## src/rtl/seg_adder_pkg.sv

```systemverilog
// Shared types and elaboration helpers for the segmented, pipelined adder.
// Operand width must split evenly into carry-chain segments.
package seg_adder_pkg;

    typedef enum logic [1:0] {
        MODE_ADD  = 2'b00,
        MODE_SUB  = 2'b01,
        MODE_XOR3 = 2'b10,
        MODE_MAJ  = 2'b11
    } mode_t;

    function automatic int calc_nseg(input int width, input int seg);
        return width / seg;
    endfunction

    function automatic bit seg_cfg_ok(input int width, input int seg);
        return (seg > 0) && (width >= seg) && ((width % seg) == 0);
    endfunction

    function automatic logic is_arith(input mode_t m);
        return (m == MODE_ADD) || (m == MODE_SUB);
    endfunction

endpackage

```

## src/rtl/seg_adder_stage.sv

```systemverilog
// One SEG-wide slice of the carry chain with its result, carry and valid registers.
// Bitwise modes ignore the carry and emit a zero carry so the chain stays quiet.
module seg_adder_stage
    import seg_adder_pkg::*;
#(
    parameter int SEG      = 4,
    parameter bit RST_DATA = 1'b0
) (
    input  logic           clk,
    input  logic           rst,
    input  logic           en,
    input  logic           vld_in,
    input  mode_t          mode,
    input  logic [SEG-1:0] a,
    input  logic [SEG-1:0] b,
    input  logic           c_in,
    input  logic           bw_c,
    output logic [SEG-1:0] sum,
    output logic           c_out,
    output logic           vld_out
);

    logic [SEG:0]   add_w;
    logic [SEG-1:0] rep_c;
    logic [SEG-1:0] sum_nx;
    logic           c_nx;

    assign add_w = {1'b0, a} + {1'b0, b} + {{SEG{1'b0}}, c_in};
    assign rep_c = {SEG{bw_c}};

    always_comb begin
        sum_nx = add_w[SEG-1:0];
        c_nx   = add_w[SEG];
        case (mode)
            MODE_XOR3: begin
                sum_nx = a ^ b ^ rep_c;
                c_nx   = 1'b0;
            end
            MODE_MAJ: begin
                sum_nx = (a & b) | (a & rep_c) | (b & rep_c);
                c_nx   = 1'b0;
            end
            default: ;
        endcase
    end

    always_ff @(posedge clk) begin
        if (rst) begin
            vld_out <= 1'b0;
        end else if (en) begin
            vld_out <= vld_in;
        end
    end

    // Only the output-facing slice clears its data so the block powers up with zero outputs.
    always_ff @(posedge clk) begin
        if (RST_DATA && rst) begin
            sum   <= '0;
            c_out <= 1'b0;
        end else if (en) begin
            sum   <= sum_nx;
            c_out <= c_nx;
        end
    end

endmodule

```

## src/rtl/pipelined_seg_adder.sv

```systemverilog
// Pipelined WIDTH-bit adder/subtractor/bitwise unit resolving SEG carry bits per stage,
// with a valid/ready handshake and a single global stall enable.
module pipelined_seg_adder
    import seg_adder_pkg::*;
#(
    parameter int WIDTH = 16,
    parameter int SEG   = 4
) (
    input  logic               clk,
    input  logic               rst,
    input  logic [2*WIDTH-1:0] data_in,
    input  logic               cin,
    input  logic [1:0]         mode,
    input  logic               in_valid,
    output logic               in_ready,
    output logic [WIDTH-1:0]   data_out,
    output logic               cout,
    output logic               ovf,
    output logic               out_valid,
    input  logic               out_ready
);

    localparam int NSEG = calc_nseg(WIDTH, SEG);
    localparam logic signed [WIDTH-1:0] ZERO_S = '0;

    if (!seg_cfg_ok(WIDTH, SEG)) begin : g_cfg_err
        $error("pipelined_seg_adder: WIDTH (%0d) must be a positive multiple of SEG (%0d)", WIDTH, SEG);
    end

    // Signed overflow: operands share a sign that the result does not. b is already inverted for SUB.
    function automatic logic signed_ovf(input mode_t m,
                                        input logic signed [WIDTH-1:0] a_s,
                                        input logic signed [WIDTH-1:0] b_s,
                                        input logic signed [WIDTH-1:0] s_s);
        return is_arith(m) && ((a_s < ZERO_S) == (b_s < ZERO_S)) && ((s_s < ZERO_S) != (a_s < ZERO_S));
    endfunction

    logic               en;
    logic [WIDTH-1:0]   op_a;
    logic [WIDTH-1:0]   op_b;
    mode_t              mode_in;

    logic               vld_p0;
    logic               c_p0;
    logic [WIDTH-1:0]   a_p     [0:NSEG];
    logic [WIDTH-1:0]   bx_p    [0:NSEG];
    mode_t              mode_p  [0:NSEG];
    logic               bwc_p   [0:NSEG-1];
    logic [WIDTH-1:0]   s_p     [1:NSEG];
    logic [SEG-1:0]     seg_sum [1:NSEG];
    logic               c_l     [0:NSEG];
    logic               vld_l   [0:NSEG];
    logic [WIDTH-1:0]   dout;

    assign op_a    = data_in[WIDTH-1:0];
    assign op_b    = data_in[2*WIDTH-1:WIDTH];
    assign mode_in = mode_t'(mode);
    assign vld_l[0] = vld_p0;
    assign c_l[0]   = c_p0;

    // ---- stage 0: capture operands, pre-invert b and the carry for subtraction ----
    always_ff @(posedge clk) begin
        if (rst) begin
            vld_p0 <= 1'b0;
        end else if (en) begin
            vld_p0 <= in_valid;
        end
    end

    always_ff @(posedge clk) begin
        if (en) begin
            a_p[0]    <= op_a;
            bx_p[0]   <= (mode_in == MODE_SUB) ? ~op_b : op_b;
            c_p0      <= is_arith(mode_in) & (cin ^ (mode_in == MODE_SUB));
            bwc_p[0]  <= cin;
            mode_p[0] <= mode_in;
        end
    end

    // ---- stages 1..NSEG: one segment each; finished low segments ride along in s_p ----
    for (genvar k = 1; k <= NSEG; k++) begin : g_lvl
        localparam bit LAST = (k == NSEG);
        logic [WIDTH-1:0] s_nxt;

        seg_adder_stage #(
            .SEG      (SEG),
            .RST_DATA (LAST)
        ) u_stage (
            .clk     (clk),
            .rst     (rst),
            .en      (en),
            .vld_in  (vld_l[k-1]),
            .mode    (mode_p[k-1]),
            .a       (a_p[k-1][(k-1)*SEG +: SEG]),
            .b       (bx_p[k-1][(k-1)*SEG +: SEG]),
            .c_in    (c_l[k-1]),
            .bw_c    (bwc_p[k-1]),
            .sum     (seg_sum[k]),
            .c_out   (c_l[k]),
            .vld_out (vld_l[k])
        );

        if (k == 1) begin : g_first
            assign s_nxt = '0;
        end else begin : g_skew
            always_comb begin
                s_nxt = s_p[k-1];
                s_nxt[(k-2)*SEG +: SEG] = seg_sum[k-1];
            end
        end

        always_ff @(posedge clk) begin
            if (LAST && rst) begin
                a_p[k]    <= '0;
                bx_p[k]   <= '0;
                mode_p[k] <= MODE_ADD;
                s_p[k]    <= '0;
            end else if (en) begin
                a_p[k]    <= a_p[k-1];
                bx_p[k]   <= bx_p[k-1];
                mode_p[k] <= mode_p[k-1];
                s_p[k]    <= s_nxt;
            end
        end

        if (k < NSEG) begin : g_bwc
            always_ff @(posedge clk) begin
                if (en) begin
                    bwc_p[k] <= bwc_p[k-1];
                end
            end
        end
    end

    // ---- output: merge the top segment with the de-skewed lower ones ----
    always_comb begin
        dout = s_p[NSEG];
        dout[(NSEG-1)*SEG +: SEG] = seg_sum[NSEG];
    end

    assign data_out  = dout;
    assign out_valid = vld_l[NSEG];
    assign cout      = is_arith(mode_p[NSEG]) & c_l[NSEG];
    assign ovf       = signed_ovf(mode_p[NSEG], a_p[NSEG], bx_p[NSEG], dout);
    assign in_ready  = !(out_valid && !out_ready);
    assign en        = in_ready;

endmodule
```

## config.mk

```make
export PLATFORM = sky130hd
export DESIGN_NAME = pipelined_seg_adder
export DESIGN_NICKNAME = d
export VERILOG_FILES = /design/src/rtl/seg_adder_pkg.sv /design/src/rtl/seg_adder_stage.sv /design/src/rtl/pipelined_seg_adder.sv
export SDC_FILE = /design/constraint.sdc
export NUM_CORES = 1
export LEC_CHECK = 0
export ABC_AREA = 1
export ABC_CLOCK_PERIOD_IN_PS = 9030
export BUFFER_PORTS_ARGS = -buffer_cell sky130_fd_sc_hd__buf_2
export CAP_MARGIN = 20
export CELL_PAD_IN_SITES_DETAIL_PLACEMENT = 0
export CELL_PAD_IN_SITES_GLOBAL_PLACEMENT = 1
export CORE_MARGIN = 3
export CORE_UTILIZATION = 53
export DETAILED_ROUTE_END_ITERATION = 8
export GPL_TIMING_DRIVEN = 0
export PLACE_DENSITY = 0.83
export SLEW_MARGIN = 20
export SYNTH_ARGS = -nofsm -noshare
export SYNTH_HDL_FRONTEND = slang
export SYNTH_HIERARCHICAL = 1
export SYNTH_SLANG_ARGS = --single-unit
```

## constraint.sdc

```tcl
create_clock -name clk -period 9.03 [get_ports clk]
set_input_delay 2.2575 -clock clk [delete_from_list [all_inputs] [get_ports clk]]
set_output_delay 2.2575 -clock clk [all_outputs]
set_load 0.01 [all_outputs]
```

* Word level (Yosys, flattened, before mapping)
Memory sizes are Yosys's and may differ from the RTL's.
Index checks and enable logic that the tools add are counted.
** Cells by class
- Divide/modulo/power cells :: 0
- Add/sub/neg operators :: 8
- Bitwise gates (word level) :: 36
- Reduce and logical (&&, ||, !) cells :: 13
- Multipliers :: 0
- Magnitude comparators :: 3
- Shifts and indexed selects :: 0
- Equal/unequal tests :: 12
- Multiplexer cells :: 15
** Operators by type and width (count)
- two-way mux 16 bit :: 4
- bitwise AND 4 bit :: 12
- less-than comparator 16 x 1 -> 1 bit (second input constant) :: 3
- bitwise OR 4 bit :: 8
- case mux 4 bit (2 select lines) :: 4
- bitwise XOR 4 bit :: 8
- adder 4 x 4 -> 5 bit :: 4
- adder 5 x 1 -> 5 bit :: 4
- equality test 2 bit (second input constant) :: 8
- inverter 16 bit :: 1
- OR reduction 2 bit :: 4
- two-way mux 1 bit :: 6
- equality test 2 x 1 -> 1 bit (second input constant) :: 2
- logical NOT 2 bit :: 2
- bitwise OR 1 bit :: 4
- logical AND 1 bit :: 3
- bitwise AND 1 bit :: 2
- logical NOT 1 bit :: 2
- logical OR 1 bit :: 2
- two-way mux 2 bit :: 1
- equality test 1 bit :: 1
- != test 1 bit :: 1
- bitwise XOR 1 bit :: 1
** Storage, ports and cells
- ROM bits :: 0
- Memories :: 5
- Word-level logic and storage cells :: 106
- Memory bits (writable) :: 238
- Latch bits :: 0
- Register bits :: 26
- Output and inout bits :: 20
** Memories
- a_p :: words 5, width 16, rd ports 5, clocked after memory_dff 0, wr ports 5, RTL line pipelined_seg_adder.sv:45 : logic [WIDTH-1:0] a_p [0:NSEG];
- bx_p :: words 5, width 16, rd ports 5, clocked after memory_dff 0, wr ports 5, RTL line pipelined_seg_adder.sv:46 : logic [WIDTH-1:0] bx_p [0:NSEG];
- s_p :: words 4, width 16, rd ports 4, clocked after memory_dff 0, wr ports 4, RTL line pipelined_seg_adder.sv:49 : logic [WIDTH-1:0] s_p [1:NSEG];
- mode_p :: words 5, width 2, rd ports 5, clocked after memory_dff 0, wr ports 5, RTL line pipelined_seg_adder.sv:47 : mode_t mode_p [0:NSEG];
- bwc_p :: words 4, width 1, rd ports 4, clocked after memory_dff 0, wr ports 4, RTL line pipelined_seg_adder.sv:48 : logic bwc_p [0:NSEG-1];

* Logic depth before layout (Yosys ltp)
- Depth after elaboration :: 6
- Mapped depth :: 6
- Gate-level depth less buffers :: 6

* Hierarchy
The synthesis kept the hierarchy.
** Modules (own cells, without submodules)
- pipelined_seg_adder :: cells each 193, times used 1, area an instance 4098.9 um2
- seg_adder_stage at g_lvl[1].u_stage ... :: cells each 54, times used 3, area an instance 518.0 um2
- seg_adder_stage at g_lvl[4].u_stage :: cells each 60, times used 1, area an instance 495.5 um2

* Worst setup path after synthesis
Ideal clock, no wire load.
- Path kind :: input -> output
- Start point :: in out_ready
- End point :: out in_ready
- Data required time :: 6.773 ns
- Path buffers :: 0
- Cell stages on the path :: 2
- Path slack :: 2.878 ns
- Arrival time :: 3.894 ns
- Path through :: inv_1 -> nand2_2
** On the way
- Longest elaborated chain between the ends :: 3
** RTL lines
- start: declaration :: RTL line pipelined_seg_adder.sv:20 : input logic out_ready
- logical NOT 1 bit :: RTL line pipelined_seg_adder.sv:145 : assign in_ready = !(out_valid && !out_ready);
- logical AND 1 bit :: RTL line pipelined_seg_adder.sv:145
- logical NOT 1 bit :: RTL line pipelined_seg_adder.sv:145
- end: declaration :: RTL line pipelined_seg_adder.sv:15 : output logic in_ready,
No other way between the ends.

* Final worst setup path
Same ends and word-level chain as after synthesis.

==> impl_summary.log <==
[metrics] run status: complete, no violations
[metrics] maximum clock insertion buffer count: 2
[metrics] drt initial violations: 221
[metrics] Starting Density: 0.5550
[metrics] Inserted Diodes: 0
[metrics] Total Routing Usage GR: 0.1418
[metrics] post-synthesis instance total: 415
[metrics] count of cell types in the netlist: 25
[metrics] WP data arrival: 3.02 ns
[metrics] final-layout fill cell count: 789
[metrics] maximum operating frequency: 189.6 MHz
[metrics] Reg-to-Reg End: g_lvl[4].u_stage/c_out$_SDFFE_PP0P_
[metrics] Area growth, synth to finish: 19.05%
[metrics] worst hold margin: 0.4158 ns
[metrics] synthesized area per cell: 14.82 sq um
[metrics] number of max-cap violations: 0
[metrics] cell count of the worst hold path: 0
[metrics] power density over the cells: 242.6 nW/um^2
[metrics] count of H-tree levels built during CTS: 4
[metrics] height of the die: 113.7 um
[metrics] net count of the finished layout: 568
[metrics] vias in the first global route: 3116
[metrics] critical hold path startpoint: g_lvl[2].u_stage/sum[0]$_DFFE_PP_
[metrics] synthesis-stage register bit count: 145
[metrics] final critical-path required period: 5.273 ns
[metrics] P_leak: 3.098 nW
[metrics] clock insertion delay at the later pin of the skew report: 0.41 ns
[metrics] origin of the critical flop-to-flop path: a_p[3][12]$_DFFE_PN_
[metrics] remaining antenna violation count after routing: 0
[metrics] Required @ worst endpoint: 6.77 ns
[metrics] unrepaired setup endpoints after global routing: no
[metrics] Placed Cells incl. Taps: 614
[metrics] TritonCTS clock tree: done
[metrics] largest net degree at the start of global routing: 80
[metrics] net count after synthesis: 490
[metrics] post-CTS repair timing setup buffer count: 0
[metrics] Non-Filler Instances: 646
[metrics] wire length of the first global-routing pass: 14120 um
[metrics] fin crit share: 0.5840
[metrics] DIE WIDTH: 113.7 um
[metrics] maximum fanout along the worst path: 56
[metrics] sequential area share after synthesis: 0.6919
[metrics] routed length per instance: 12.59 um
[metrics] buffer type at the clock tree root: sky130_fd_sc_hd__clkbuf_16
[metrics] type of origin of the critical path: primary input
[metrics] number of rows created at floorplan: 38
[metrics] Slew Viols, Final: 0
[metrics] cell area after synthesis: 6148 sq um
[metrics] setup-violating endpoint count in the final report: 0
[metrics] number of top-level pins: 59
[metrics] Clock Skew: 0.004115 ns
[metrics] via-per-instance ratio: 4.862
[metrics] critical path start-end classification: in2out
[metrics] type of the tightest min-delay check: reg2reg
[metrics] drt drc: 0
[metrics] DR vias: 3141
[metrics] Num Clock Sinks: 145
[metrics] Pre-antenna DRT Iters: 6
[metrics] worst-case register-to-register setup slack: 7.15 ns
[metrics] leading cell types in the layout, fill and taps excluded: 135 x sky130_fd_sc_hd__edfxtp_1, 58 x sky130_fd_sc_hd__buf_2, 57 x sky130_fd_sc_hd__nand3_1
[metrics] number of hold-slack violations in the final timing report: 0
[metrics] hold-critical path endpoint: s_p[0][20]$_DFFE_PN_
[metrics] weighted congestion reported at the end of routability-driven placement: 0.7805
[metrics] post-CTS sizing: 0
[metrics] most common cell after layout, fill and taps aside: sky130_fd_sc_hd__edfxtp_1
[metrics] proportion of layout cells with a drive suffix above 1: 0.2470
[metrics] initial antenna violation count: 0
[metrics] area of the core region: 11080 sq um
[metrics] worst rel slew slack: 0.6346
[metrics] count of input and output buffers: 58
[metrics] Worst Reg-to-Reg Cells: 6
[metrics] measured slew at the worst slew-check pin: 0.5468 ns
[metrics] Post-DP HPWL: 5573 um
[metrics] IR Drop Worst-Case VDD: 143.9 uV
[metrics] hold buffers post-CTS: 0
[metrics] clock transition at the register clock pins on the worst setup and hold paths after CTS: 0.05 ns
[metrics] global route total overflow: 0
[metrics] Setup TNS Final: 0 ns
[metrics] total detailed-routing wirelength: 8133 um
[metrics] synth warn: 6
[metrics] capturing element type of the critical path: primary output
[metrics] Num CTS Buffers: 17
[metrics] floorplan die area: 12930 sq um
==> stage by stage <==
| step | power, mW | setup WS, ns | util | instance area (sq um) |
|---|---|---|---|---|
| floorplan | 0.9660 | 2.878 | - | 6148 |
| finish | 1.775 | 3.757 | 0.6607 | 7320 |
| global route | 1.858 | 3.688 | 0.6607 | 7320 |
| detailed placement | 1.021 | 3.741 | 0.6007 | 6655 |
| global placement | 1.010 | 1.933 | 0.5970 | 6614 |
| CTS | 1.796 | 3.741 | 0.6607 | 7320 |
==> cell families after synthesis <==
group	count (synthesis)	synth area share
compound gates	30	0.02910
xor+xnor	18	0.03785
fa+ha+maj	36	0.1026
buf+inv	65	0.04599
flops	145	0.6919
mux	3	0.004884
simple gates	118	0.08771
==> where the power goes <==
part           switching (mW)  leakage [nW]  internal [mW]
logic                  0.0811          1.24         0.0724
clock network           0.252         0.318          0.518
registers              0.0335          1.54          0.819
total                   0.367          3.10           1.41
==> metal layers <==
| metal | GRT usage | up-vias | share of wire |
|---|---|---|---|
| met1 | 0.1893 | 1438 | 0.46 |
| met2 | 0.2132 | 82 | 0.45 |
| met5 | 0 | - | 0 |
| li1 | - | 1605 | - |
| met3 | 0.04191 | 16 | 0.061 |
| met4 | 0.07292 | 0 | 0.023 |
==> cell type report <==
cell class	count	area, sq um	share of cell area
Clock inverter	14	235.2	0.03214
Sequential cell	145	4254	0.5812
Multi-Input combinational cell	205	1625	0.2221
Clock buffer	18	429.2	0.05863
Tap cell	140	175.2	0.02393
Timing Repair Buffer	59	317.8	0.04342
Inverter	59	221.5	0.03026
Buffer	6	61.31	0.008376
==> flip-flops by register name, summed over array words and instances (netlist names) <==
signal,flops
a_p,41
bwc_p,4
bx_p,41
c_p0,1
g_lvl.u_stage/c_out,4
g_lvl.u_stage/sum,16
g_lvl.u_stage/vld_out,4
mode_p,9
s_p,24
vld_p0,1
==> critical path, cell delays in order <==
cell and delay (ns):
sky130_fd_sc_hd__buf_2 0.10, sky130_fd_sc_hd__inv_1 0.13, sky130_fd_sc_hd__nand2_8 0.26, sky130_fd_sc_hd__buf_2 0.25
==> how the worst max path moves through the flow <==
stage	startpoint	to	slack, ns
after CTS	out_ready	in_ready	3.74
after detailed placement	out_ready	in_ready	3.74
final	out_ready	in_ready	3.76
after floorplan	out_ready	in_ready	2.88
after global routing	out_ready	in_ready	3.69
after global placement	out_ready	in_ready	1.93
==> synthesized netlist by cell type (all sizes together) <==
library cell	n	area share
fa	24	0.078
ha	12	0.024
o21ai	9	0.0073
nand2	32	0.022
xnor2	18	0.038
inv	59	0.036
nor2	28	0.019
or2	1	0.0010
o211ai	6	0.0073
nand3	57	0.046
a21oi	13	0.012
buf	6	0.010
dfxtp	10	0.033
mux2i	3	0.0049
edfxtp	135	0.66
a31oi	2	0.0020
(Power assumes the default switching activity.)
